`src/rtl/ram_port_scheduler.sv`:
```
// ---------------------------------------------------------------------------
// ram_port_scheduler
//
// Runs one accelerator job (FFT, FIR or IIR) over the shared RAM address
// line. It steps through IDLE -> LOAD -> RUN -> DONE and drives the enable
// and read/write pause inputs of the address-calculation top level, so only
// one address calculator owns the bus in any cycle. While in RUN it shares
// the bus between the read channel (RAM -> accelerator) and the write
// channel (accelerator -> RAM) with a burst-limited round robin. It also
// counts the words moved on each channel.
//
// Ports:
//   clk, rst_n        clock and synchronous active-low reset
//   start             one-cycle job start pulse, sampled only in IDLE
//   mode_sel[1:0]     job type taken with start: 01 FFT, 10 FIR, 11 IIR
//   abort             ends the current job without a done pulse
//   filesize[31:0]    job size in bytes taken with start (words = bytes/4)
//   rd_req, wr_req    accelerator can take a read word / has a result word
//   *_enable          address-calculator enables (selected one only)
//   *_read_pause,
//   *_write_pause     1 = hold that calculator
//   rd_grant,wr_grant channel owning the bus this cycle
//   rd_count,wr_count words moved on each channel
//   busy, done        job in progress / one-cycle completion pulse
// ---------------------------------------------------------------------------
module ram_port_scheduler #(
  parameter int BURST_LEN = 4,
  parameter int CNT_W     = 32
) (
  input  logic             clk,
  input  logic             rst_n,
  input  logic             start,
  input  logic [1:0]       mode_sel,
  input  logic             abort,
  input  logic [31:0]      filesize,
  input  logic             rd_req,
  input  logic             wr_req,
  output logic             fft_enable,
  output logic             fir_enable,
  output logic             iir_enable,
  output logic             fft_read_pause,
  output logic             fft_write_pause,
  output logic             fir_read_pause,
  output logic             fir_write_pause,
  output logic             iir_read_pause,
  output logic             iir_write_pause,
  output logic             rd_grant,
  output logic             wr_grant,
  output logic [CNT_W-1:0] rd_count,
  output logic [CNT_W-1:0] wr_count,
  output logic             busy,
  output logic             done
);

  typedef enum logic [1:0] {
    S_IDLE,
    S_LOAD,
    S_RUN,
    S_DONE
  } state_t;

  localparam logic [7:0] BURST_MAX = 8'(BURST_LEN);

  state_t           state;
  state_t           next_state;
  logic [1:0]       mode_q;
  logic [CNT_W-1:0] words_q;
  logic [7:0]       burst_cnt;
  logic [7:0]       burst_next;
  logic             job_start;

  logic             rd_elig;
  logic             wr_elig;
  logic             keep_owner;
  logic             rd_gnt_next;
  logic             wr_gnt_next;

  logic [1:0]       mode_eff;
  logic [2:0]       sel_oh;
  logic [2:0]       en_next;
  logic [2:0]       rp_next;
  logic [2:0]       wp_next;
  logic             busy_next;
  logic             done_next;

  assign job_start = (state == S_IDLE) && (next_state == S_LOAD);

  // State register, with the job parameters, the word counters and the
  // burst length. The counters move in the same edge that registers the
  // grant, so a count already includes the word on the bus this cycle.
  always_ff @(posedge clk) begin
    if (!rst_n) begin
      state     <= S_IDLE;
      mode_q    <= 2'b00;
      words_q   <= '0;
      burst_cnt <= 8'd0;
      rd_count  <= '0;
      wr_count  <= '0;
    end else begin
      state     <= next_state;
      burst_cnt <= burst_next;
      if (job_start) begin
        mode_q   <= mode_sel;
        words_q  <= CNT_W'(filesize >> 2);
        rd_count <= '0;
        wr_count <= '0;
      end else begin
        if (rd_gnt_next) rd_count <= rd_count + CNT_W'(1);
        if (wr_gnt_next) wr_count <= wr_count + CNT_W'(1);
      end
    end
  end

  // Next-state logic. Abort overrides everything, so an abort in IDLE
  // also blocks a start in the same cycle. RUN exits once the final write
  // is already on the bus (wr_count has reached words).
  always_comb begin
    next_state = state;
    case (state)
      S_IDLE: if (start && (mode_sel != 2'b00)) next_state = S_LOAD;
      S_LOAD: next_state = (words_q == '0) ? S_DONE : S_RUN;
      S_RUN:  if (wr_count == words_q) next_state = S_DONE;
      S_DONE: next_state = S_IDLE;
      default: next_state = S_IDLE;
    endcase
    if (abort) next_state = S_IDLE;
  end

  // Channel arbitration for the next cycle. A write is only eligible
  // while it stays behind the reads. When both channels compete, the
  // current owner keeps the bus until it has used BURST_LEN cycles in a
  // row. burst_cnt saturates at BURST_LEN, which is all the comparison
  // needs.
  always_comb begin
    rd_elig     = rd_req && (rd_count < words_q);
    wr_elig     = wr_req && (wr_count < rd_count);
    keep_owner  = burst_cnt < BURST_MAX;
    rd_gnt_next = 1'b0;
    wr_gnt_next = 1'b0;
    burst_next  = 8'd0;
    if ((state == S_RUN) && (next_state == S_RUN)) begin
      if (rd_elig && wr_elig) begin
        if (rd_grant) begin
          rd_gnt_next = keep_owner;
          wr_gnt_next = !keep_owner;
        end else if (wr_grant) begin
          wr_gnt_next = keep_owner;
          rd_gnt_next = !keep_owner;
        end else begin
          rd_gnt_next = 1'b1;
        end
      end else begin
        rd_gnt_next = rd_elig;
        wr_gnt_next = wr_elig;
      end
      if ((rd_gnt_next && rd_grant) || (wr_gnt_next && wr_grant))
        burst_next = keep_owner ? (burst_cnt + 8'd1) : burst_cnt;
      else if (rd_gnt_next || wr_gnt_next)
        burst_next = 8'd1;
    end
  end

  // Next-cycle output values. The mode is taken straight from mode_sel on
  // the IDLE -> LOAD edge because mode_q is only loaded at that edge. A
  // grant releases the matching pause of the selected calculator only.
  always_comb begin
    mode_eff = (state == S_IDLE) ? mode_sel : mode_q;
    case (mode_eff)
      2'b01:   sel_oh = 3'b001;
      2'b10:   sel_oh = 3'b010;
      2'b11:   sel_oh = 3'b100;
      default: sel_oh = 3'b000;
    endcase
    en_next   = (next_state != S_IDLE) ? sel_oh : 3'b000;
    rp_next   = ~(sel_oh & {3{rd_gnt_next}});
    wp_next   = ~(sel_oh & {3{wr_gnt_next}});
    busy_next = (next_state != S_IDLE);
    done_next = (next_state == S_DONE);
  end

  // Output registers. Every output is a flop.
  always_ff @(posedge clk) begin
    if (!rst_n) begin
      {iir_enable, fir_enable, fft_enable}                <= 3'b000;
      {iir_read_pause, fir_read_pause, fft_read_pause}    <= 3'b111;
      {iir_write_pause, fir_write_pause, fft_write_pause} <= 3'b111;
      rd_grant <= 1'b0;
      wr_grant <= 1'b0;
      busy     <= 1'b0;
      done     <= 1'b0;
    end else begin
      {iir_enable, fir_enable, fft_enable}                <= en_next;
      {iir_read_pause, fir_read_pause, fft_read_pause}    <= rp_next;
      {iir_write_pause, fir_write_pause, fft_write_pause} <= wp_next;
      rd_grant <= rd_gnt_next;
      wr_grant <= wr_gnt_next;
      busy     <= busy_next;
      done     <= done_next;
    end
  end

endmodule

```
`config.mk`:
```
export PLATFORM = sky130hd
export DESIGN_NAME = ram_port_scheduler
export DESIGN_NICKNAME = d
export VERILOG_FILES = /design/src/rtl/ram_port_scheduler.sv
export SDC_FILE = /design/constraint.sdc
export NUM_CORES = 1
export LEC_CHECK = 0
export CAP_MARGIN = 20
export CORE_MARGIN = 2
export CORE_UTILIZATION = 49
export CTS_CLUSTER_DIAMETER = 150
export DETAILED_ROUTE_END_ITERATION = 6
export GPL_TIMING_DRIVEN = 0
export PLACE_DENSITY = 0.84
export SLEW_MARGIN = 10
export SYNTH_ARGS = -nofsm -noshare
export SYNTH_HDL_FRONTEND = slang
export SYNTH_SLANG_ARGS = --single-unit
```
`constraint.sdc`:
```
create_clock -name clk -period 3.2 [get_ports clk]
set_input_delay 0.96 -clock clk [delete_from_list [all_inputs] [get_ports clk]]
set_output_delay 0.96 -clock clk [all_outputs]
set_load 0.01 [all_outputs]
```
==> summary.txt <==
Routing
  – Final antenna-violating net count: 0
  – Drt drc: 0
  – Final wirelength: 22410 um
  – Vias: 7363
  – WL per Instance: 18.36 um
  – 1st-pass router iterations: 7
  – Initial DRC Count: 980
  – Vias/cell: 6.030

Worst setup path
  – FF-to-FF setup slack: 120 ps
  – CP max stage delay: 520 ps
  – Critical Path RT: 3560 ps
  – Delay-heaviest family, CP: compound AO/OA/AOI/OAI gates
  – Data arrival, critical path: 3440 ps
  – Worst flop-to-flop path startpoint: words_q[19]
  – Worst path cell trace: inv_1, ha_1, a21oi_1, o21ai_0, o41a_1, nor2_4, nand4_1, buf_4, or4_1, a21oi_1
  – Crit path buf inv count: 2
  – Critical Path Most Common Cell: a21oi_1
  – Crit path launch type: flip-flop
  – R2r worst-path depth: 10
  – Worst Setup SP: words_q[19]
  – Reg2reg end: rd_count[25]
  – Endpoint class of the critical path: flip-flop
  – Worst Setup Path Type: flip-flop to flip-flop
  – Crit Path Max Fanout: 10
  – Slowest cell on the critical path: o41a_1

Logic synthesis
  – Post-synthesis compound-gate area fraction: 0.1710
  – Mux contribution to synthesized area: 0.009924
  – Avg Inst Size Synth: 7.924 um^2
  – Adder-Cell Fraction of Synth Area: 0.1170
  – Async S/R FF share, synth: 0
  – Synthesis warning total: 0
  – Mapped Nets: 997
  – Syn Inst Count: 891
  – Register area share after synthesis: 0.3374
  – Synthesized flop and latch total: 119
  – EDFF count, synth: 0
  – Post-Synthesis Cell Area: 7061 um^2
  – Unique masters post-synth: 57
  – Synthesized-area fraction occupied by xor and xnor cells: 0.04714
  – Simple-Gate Fraction of Synth Area: 0.2547
  – Largest family of logic cells by synthesized area: simple AND/OR/NAND/NOR gates
  – Most used DFF post-synth: dfxtp_1

Floorplan
  – Die Span Y: 124.0 um
  – Core footprint: 13990 um^2
  – Die X-Extent: 124.0 um
  – Die ar.: 15390 um^2
  – Initial core utilization: 0.5047
  – Std cell rows: 43
  – Num ports: 117

Global route
  – Gr usage total: 0.2947
  – Largest net degree at the start of global routing: 17
  – Vias in the first global route: 6785
  – First-pass GRT wire length: 34600 um
  – Initial antenna violation count: 0
  – GRT Residual Overflow: 0

CTS
  – Clk_lat worst skew: 440 ps
  – Reg clk slew, reported paths: 60 ps
  – H-tree levels: 4
  – CTS root buf: clkbuf_16
  – CTS tree: yes
  – Clock Path Buffers: 2
  – Total CTS buffers: 17
  – TritonCTS sink count: 119

Power and ir drop
  – Switching pwr: 0.001057 W
  – Maximum vdd drop: 0.0003566 V
  – Total internal power: 0.002853 W
  – Lkg Pwr: 3.330 nW
  – Switching Fraction: 0.2704
  – Clock power frac: 0.496
  – Pwr dens: 425.7 nW/um^2
  – Comb pwr share: 0.104
  – Seq pwr share: 0.400

Cells and area
  – Fin cells: 1221
  – Share of layout cells above drive strength 1: 0.08165
  – Area Growth Syn to Fin: 30.11%
  – Ant. Diodes: 0
  – Nets@finish: 1134

Hold path
  – HP Class: flip-flop to flip-flop
  – Hold path depth: 2
  – Hold Path End: mode_q[1]
  – HP Start: mode_q[1]

Status
  – Status: complete, no violations

STA
  – Final setup vio count: 0
  – RSZ-0062 raised after global routing: no
  – Final Hold Fails: 0
  – Achievable frequency: 324.6 MHz
  – Slew Limit Headroom: 0.4709
  – Slew Limit Fails: 0
  – Fin crit share: 0.9626
  – Worst Skew: 8.214 ps
  – Tightest Pin Transition: 783.7 ps
  – Fin crit period: 3080 ps
  – Post-route setup slack: 119.5 ps

Placed design
  – Dpl cells: 1185
  – Pre-CTS WS: -772.2 ps
  – PortBufs: 114
  – HPWL after detailed placement: 16440 um
  – GPL Wtd Cong: 0.9716

Job
  – Max Cap Violations: 0
[power by group through the flow]
stage / clock network, W / logic, W / registers (W)
6_report: 0.00194 / 0.000405 / 0.00156
5_1_grt: 0.00200 / 0.000443 / 0.00157
3_5_place_dp: 0 / 0.000371 / 0.00159
4_1_cts: 0.00194 / 0.000386 / 0.00156
3_3_place_gp: 0 / 0.000363 / 0.00159
2_1_floorplan: 0 / 0.000237 / 0.00157
[logic make-up after synthesis]
| family | count (synthesis) |
|---|---|
| compound gates | 200 |
| fa+ha+maj | 66 |
| mux | 7 |
| flops | 119 |
| simple gates | 348 |
| buf+inv | 113 |
| xor+xnor | 38 |
[cell usage after synthesis (all sizes together), types with 11 or more instances]
cell type | number | share of area
ha | 66 | 0.12
nor2 | 43 | 0.023
nand3 | 28 | 0.020
or3 | 18 | 0.016
or4 | 21 | 0.023
dfxtp | 119 | 0.34
nand2 | 133 | 0.071
clkbuf | 25 | 0.013
o31ai | 16 | 0.017
inv | 76 | 0.040
nor3 | 11 | 0.011
xnor2 | 37 | 0.046
and3 | 14 | 0.012
buf | 12 | 0.0092
o21ai | 33 | 0.023
nor4 | 20 | 0.019
nand4 | 29 | 0.026
a21oi | 99 | 0.070
[routing by layer]
| metal | vias to the layer above | part of all wire | track usage |
|---|---|---|---|
| met5 | - | 0 | 0 |
| met4 | 0 | 0.046 | 0.1412 |
| met3 | 92 | 0.10 | 0.06319 |
| met2 | 408 | 0.46 | 0.4693 |
| met1 | 3394 | 0.39 | 0.3791 |
| li1 | 3469 | - | - |
[worst register-to-register path, cell delays in order, from the launching register on]
cell,delay (ps)
dfxtp_1,470
inv_1,90
ha_1,310
a21oi_1,170
o21ai_0,180
o41a_1,520
nor2_4,200
nand4_1,250
buf_4,250
or4_1,400
a21oi_1,170
[layout make-up]
class / instances / area, um^2
fill: 1139 / 4802
multi-input combinational: 659 / 4318
sequential: 119 / 2392
timing repair buffer: 122 / 1201
clock buffer: 18 / 429.2
inverter: 76 / 285.3
tap: 180 / 225.2
buffer: 33 / 171.4
clock inverter: 14 / 163.9
[timing repair]
item / in CTS / in global routing
resized for setup: 15 / 22
setup endpoints to repair: 66 / 69
pin swaps: 1 / 4
hold buffers: 0 / 0
setup buffers: 0 / 8
[cell usage in the layout (no fill, tap or decap), types with 4 or more instances in the layout]
cell             instances
nand2_1                133
clkdlybuf4s50_1        114
dfxtp_1                111
a21oi_1                 98
inv_1                   76
ha_1                    66
nor2_1                  42
xnor2_1                 37
o21ai_0                 31
nand4_1                 29
nand3_1                 28
clkbuf_1                21
or4_1                   20
nor4_1                  19
or3_1                   18
clkbuf_16               17
o31ai_1                 16
and3_1                  14
buf_4                   13
o21a_1                   9
nor3_1                   8
and4_1                   8
a31o_2                   8
dfxtp_2                  8
mux2i_1                  7
a211oi_1                 6
inv_6                    6
o211ai_1                 5
nand2b_1                 4
buf_2                    4
a21o_1                   4
[worst max path at each step]
stage | endpoint | slack, ps | cells past startpoint
2_1_floorplan | burst_cnt[3] | 330 | 11
3_3_place_gp | rd_count[2] | -760 | 11
3_5_place_dp | wr_count[4] | -770 | 11
4_1_cts | rd_count[25] | -20 | 9
5_1_grt | rd_count[13] | 3 | 9
6_report | rd_count[25] | 120 | 10
[state kept, by name, summed over array words and instances (netlist names)]
register,cells
done,1
fft_write_pause,1
iir_read_pause,1
words_q,30
burst_cnt,8
iir_enable,1
fir_write_pause,1
mode_q,2
rd_count,32
state,2
wr_count,32
iir_write_pause,1
wr_grant,1
fft_enable,1
fft_read_pause,1
rd_grant,1
busy,1
fir_enable,1
fir_read_pause,1
[metrics by stage]
step	hold slack [ps]	area, um^2	power, W	TNS, ps	util
CTS	484.4	9064	0.003885	-26.19	0.6479
global placement	468.4	8427	0.001955	-49940	0.6024
finish	484.3	9186	0.003911	0	0.6567
floorplan	453.5	7061	0.001810	0	-
detailed placement	473.9	8427	0.001964	-49060	0.6024
global route	505.1	9186	0.004003	0	0.6567
Note: power is estimated with default switching activity, not from simulation.
